`src/rtl/fetch_pc_gen.sv`:
```
// fetch_pc_gen: IF-stage next-PC generator in front of the BTB.
// Selects the next fetch PC from the BTB prediction, tracks in-flight
// predictions in a small queue, resolves the oldest entry against the EX
// outcome, redirects fetch on a mismatch and writes the BTB update port.
// Optional build macro: FETCH_PERF_CNT_EN adds saturating branch and
// misprediction counters (perf_branches / perf_mispred).
module fetch_pc_gen #(
    parameter logic [31:0] RESET_PC = 32'h0000_0000,
    parameter int unsigned QDEPTH   = 4
) (
    input  logic        clk,
    input  logic        rst,
    input  logic        stall,
    output logic [31:0] PC,
    output logic        fetch_valid,
    input  logic        btb_valid,
    input  logic [31:0] btb_target,
    input  logic        btb_taken,
    input  logic        ex_resolve,
    input  logic        ex_is_branch,
    input  logic        ex_taken,
    input  logic [31:0] ex_target,
    output logic        update,
    output logic [31:0] updatePC,
    output logic [31:0] updateTarget,
    output logic        mispredicted,
    output logic        q_err
`ifdef FETCH_PERF_CNT_EN
    ,
    output logic [31:0] perf_branches,
    output logic [31:0] perf_mispred
`endif
);

    localparam int unsigned AW = $clog2(QDEPTH);
    localparam logic [AW:0] DEPTH_CNT = (AW + 1)'(QDEPTH);

    logic [31:0] r_pc;
    logic [31:0] r_q_pc   [QDEPTH];
    logic [31:0] r_q_pred [QDEPTH];
    logic        r_q_hit  [QDEPTH];
    logic [AW:0] r_wptr;
    logic [AW:0] r_rptr;
    logic        r_update;
    logic [31:0] r_update_pc;
    logic [31:0] r_update_tgt;
    logic        r_mispred;
    logic        r_q_err;

    logic [AW:0]   w_count;
    logic          w_empty;
    logic          w_pop;
    logic          w_full;
    logic [AW-1:0] w_head;
    logic [AW-1:0] w_tail;
    logic [31:0]   w_pred_next;
    logic [31:0]   w_actual_next;
    logic          w_redirect;
    logic          w_fetch;
    logic          w_upd;

    // Queue occupancy, resolution of the head entry and fetch qualification
    always_comb begin
        w_count       = r_wptr - r_rptr;
        w_empty       = (r_wptr == r_rptr);
        w_pop         = ex_resolve && !w_empty;
        // A pop in this cycle frees its slot for this cycle's push
        w_full        = (w_count == DEPTH_CNT) && !w_pop;
        w_head        = r_rptr[AW-1:0];
        w_tail        = r_wptr[AW-1:0];
        w_pred_next   = (btb_valid && btb_taken) ? btb_target : r_pc + 32'd4;
        w_actual_next = (ex_is_branch && ex_taken) ? ex_target
                                                   : r_q_pc[w_head] + 32'd4;
        w_redirect    = w_pop && (w_actual_next != r_q_pred[w_head]);
        w_fetch       = !stall && !w_full && !w_redirect;
        w_upd         = w_pop && ex_is_branch && (ex_taken || r_q_hit[w_head]);
    end

    // PC register and queue pointers: reset, redirect/flush, then normal fetch
    always_ff @(posedge clk) begin
        if (rst) begin
            r_pc   <= RESET_PC;
            r_wptr <= '0;
            r_rptr <= '0;
        end else if (w_redirect) begin
            r_pc   <= w_actual_next;
            r_wptr <= '0;
            r_rptr <= '0;
        end else begin
            if (w_fetch) begin
                r_pc   <= w_pred_next;
                r_wptr <= r_wptr + 1'b1;
            end
            if (w_pop) begin
                r_rptr <= r_rptr + 1'b1;
            end
        end
    end

    // Queue storage; contents are only meaningful between the pointers
    always_ff @(posedge clk) begin
        if (w_fetch) begin
            r_q_pc[w_tail]   <= r_pc;
            r_q_pred[w_tail] <= w_pred_next;
            r_q_hit[w_tail]  <= btb_valid;
        end
    end

    // Registered BTB update port; address/target hold between updates
    always_ff @(posedge clk) begin
        if (rst) begin
            r_update     <= 1'b0;
            r_mispred    <= 1'b0;
            r_update_pc  <= '0;
            r_update_tgt <= '0;
        end else begin
            r_update  <= w_upd;
            r_mispred <= w_upd && w_redirect;
            if (w_upd) begin
                r_update_pc  <= r_q_pc[w_head];
                r_update_tgt <= ex_target;
            end
        end
    end

    // Sticky flag for a resolve that arrives with nothing in flight
    always_ff @(posedge clk) begin
        if (rst) begin
            r_q_err <= 1'b0;
        end else if (ex_resolve && w_empty) begin
            r_q_err <= 1'b1;
        end
    end

`ifdef FETCH_PERF_CNT_EN
    logic [31:0] r_perf_br;
    logic [31:0] r_perf_mp;

    // Saturating counters of resolved branches and redirects
    always_ff @(posedge clk) begin
        if (rst) begin
            r_perf_br <= '0;
            r_perf_mp <= '0;
        end else begin
            if (w_pop && ex_is_branch && (r_perf_br != '1)) begin
                r_perf_br <= r_perf_br + 32'd1;
            end
            if (w_redirect && (r_perf_mp != '1)) begin
                r_perf_mp <= r_perf_mp + 32'd1;
            end
        end
    end

    assign perf_branches = r_perf_br;
    assign perf_mispred  = r_perf_mp;
`endif

    assign PC           = r_pc;
    assign fetch_valid  = w_fetch;
    assign update       = r_update;
    assign updatePC     = r_update_pc;
    assign updateTarget = r_update_tgt;
    assign mispredicted = r_mispred;
    assign q_err        = r_q_err;

endmodule

```
`config.mk`:
```
export PLATFORM = sky130hd
export DESIGN_NAME = fetch_pc_gen
export DESIGN_NICKNAME = d
export VERILOG_FILES = /design/src/rtl/fetch_pc_gen.sv
export SDC_FILE = /design/constraint.sdc
export NUM_CORES = 1
export LEC_CHECK = 0
export CAP_MARGIN = 20
export CORE_UTILIZATION = 57
export DETAILED_ROUTE_END_ITERATION = 10
export PLACE_DENSITY = 0.78
export SYNTH_ARGS = -nofsm -noshare
export SYNTH_HDL_FRONTEND = slang
export SYNTH_SLANG_ARGS = --single-unit
```
`constraint.sdc`:
```
create_clock -name clk -period 10.2 [get_ports clk]
set_input_delay 3.06 -clock clk [delete_from_list [all_inputs] [get_ports clk]]
set_output_delay 3.06 -clock clk [all_outputs]
set_load 0.01 [all_outputs]
```
==> reports/qor.yml <==
status: "complete, no violations"
p_clk_share_pct: 20.6
min_period_over_period_pct: 93.3
hpwl_mm: 33.5
synth_edf_count: 260
final_cell_mix: "edfxtp_1 (260), nand2_1 (185), clkdlybuf4s50_1 (170), a21oi_1 (108), dfxtp_1 (105)"
ys_warn_count: 0
drt_iter0_drc: 1196
syn_inst: 1333
tightestPinTransition_ps: 1010
holdPathStages: 2
dieWidth_um: 175
dieArea_um2: 30500
p_sw_share_pct: 38.1
final_cells: 1897
holdCritPathClass: "register to register"
initial_core_util_pct: 58.6
synthesis.area_um2: 17000
fmax_mhz: 105
clockBufferDepth: 3
crit_type: "primary input to output pin"
clk_pin_slew_worst_paths_ps: 60
rsz0062_at_grt: "false"
relSlewSlack_pct: 32.5
fillers: 2115
core_area_um2: 29000
end_kind: "output pin"
antenna_found_initial: 0
hold_end: "updateTarget[17]$_SDFFE_PP0P_"
grt_pass1_wl_mm: 72.9
startpoint: "ex_target[15]"
crit_path_start_kind: "primary input"
cts_tree: "built"
wl_per_cell_um: 25.6
ys_seq_area_share_pct: 58.5
switching_power_mw: 2.32
drtAntennaViolNets: 0
p_seq_share_pct: 38.6
nNetsFinal: 1567
area_growth_pct: 18.1
cap_viol_max_count: 0
dr.pass1.iters: 5
cts_resized: 0
multi_input_area_um2: 6610
dieHeight_um: 175
grt_max_degree: 83
fin_skew_ps: 23.1
synthFlopType: "edfxtp_1"
critPathRequiredTime_ps: 7140
grt-ovfl-total: 0
h-tree-depth: 2
viasPerCell: 6.33
min_from: "updateTarget[17]$_SDFFE_PP0P_"
cp_max_fo: 4
post_cts_buffers: 0
synth_cell_types: 73
reg2reg_setup_slack_ps: 3880
drive_gt1_share_pct: 12.7
fin_ws_ps: 688
final_common_cell: "edfxtp_1"
drt-total-wl_mm: 48.6
vdd_ir_drop_max_v: 0.000174
p_int_mw: 3.78
grt_pass1_vias: 11500
synthArstFlopShare_pct: 0
row_count: 62
power_density_nw_per_um2: 304
clk_latency_ps: 530
pre_cts_ws_ps: 753
regArea_um2: 9950
reg2regPathDepth: 12
drv_slew: 0
portBuffers: 171
gp_congestion: 0.980
synthesis.nets: 1414
share_comb_of_total_power_pct: 40.8
cts_root_buffer: "clkbuf_16"
numCtsBuffers: 36
hold_violations: 0
setup_viol: 0
vias: 12000
grt_use_total_pct: 32.3
ioPinCount: 172
setup_tns_ps: 0
drc: 0
ys_ff_latch: 367
leakage_nw: 6.61
cp.arrival_ps: 6450
syn_area_per_cell_um2: 12.7
place_inst: 1832
worstReg2RegEnd: "r_q_pc[1][22]$_DFFE_PP_"
hold_buffers: 0
clock_sinks: 367
period_needed_ps: 9510
==> cells in the mapped netlist, drive strengths merged, types with 4 or more instances <==
cell type | count | area [µm²]
o21ai | 13 | 65.1
nor2 | 98 | 368
nand2b | 5 | 31.3
a31oi | 4 | 25.0
clkbuf | 51 | 193
a211oi | 26 | 210
edfxtp | 260 | 7810
nor2b | 5 | 31.3
xnor2 | 55 | 482
nor4 | 13 | 93.8
nor3 | 19 | 100
mux4 | 65 | 1480
a311oi | 7 | 67.6
nand3 | 27 | 145
a2111oi | 4 | 42.5
mux2 | 27 | 357
inv | 8 | 30.0
mux2i | 40 | 400
and3 | 20 | 125
and2 | 12 | 75.1
nand4 | 25 | 156
ha | 9 | 113
nand2 | 188 | 708
o211ai | 5 | 37.5
xor2 | 46 | 403
buf | 29 | 248
nand4b | 4 | 35.0
dfxtp | 107 | 2140
a21oi | 108 | 541
and4 | 10 | 87.6
==> cell type report <==
class	count	share of cell area (%)
Antenna cell	1	0.0125
Clock buffer	53	5.02
Clock inverter	11	0.468
Inverter	8	0.150
Multi-Input combinational cell	878	32.9
Sequential cell	367	49.6
Tap cell	384	2.39
Timing Repair Buffer	195	9.42
==> per-stage QoR <==
stage	hold WS [ps]	util, %	power [mW]	area [µm²]
6_report	453	69.2	6.10	20100
5_1_grt	469	69.1	6.34	20100
4_1_cts	455	69.1	6.07	20100
3_5_place_dp	447	65.4	4.81	19000
3_3_place_gp	441	65.4	4.79	19000
2_1_floorplan	481	-	3.89	17000
==> worst max-delay path: stages <==
cell and delay (ps):
clkdlybuf4s50_1 560, xnor2_1 320, nand3_1 130, o32ai_2 300, o221ai_1 150, a2111oi_1 510, nand4_1 230, o41ai_2 360
and3_1 270, clkdlybuf4s50_1 550
==> worst max path at each step <==
stage | to | slack [ps] | depth (start not counted)
after global routing | fetch_valid | 500 | 12
after CTS | fetch_valid | 750 | 10
after global placement | fetch_valid | 770 | 10
final | fetch_valid | 690 | 10
after floorplan | r_q_hit[3]$_DFFE_PP_ | 1750 | 12
after detailed placement | fetch_valid | 750 | 10
==> per-layer routing <==
layer / global-route usage [%] / part of all wire, % / up-vias
met4: 8.55 / 2.0 / 0
li1: - / - / 5295
met5: 0 / 0 / -
met3: 8.14 / 12 / 70
met2: 47.9 / 44 / 743
met1: 47.4 / 42 / 5908
==> registers in the layout, indices dropped and copies added (netlist names), named ones only <==
| register | count |
|---|---|
| r_q_pc | 128 |
| r_q_pred | 128 |
| PC | 32 |
| updatePC | 32 |
| updateTarget | 32 |
| r_q_hit | 4 |
| r_rptr | 3 |
| r_wptr | 3 |
| mispredicted | 1 |
| q_err | 1 |
| update | 1 |
==> cells by family after synthesis <==
group           share of synthesized area (%)
buf+inv                                  2.77
compound gates                           7.17
fa+ha+maj                               0.663
mux                                      13.1
xor+xnor                                 5.48
flops                                    58.5
simple gates                             12.2
==> power by group through the flow <==
stage                     Combinational (mW)  Sequential, mW  Clock, mW
after detailed placement                2.43            2.38          0
after global routing                    2.62            2.40       1.32
after global placement                  2.44            2.35          0
final                                   2.49            2.35       1.25
after floorplan                         1.60            2.30          0
after CTS                               2.45            2.35       1.27
Note: power is estimated with default switching activity, not from simulation.
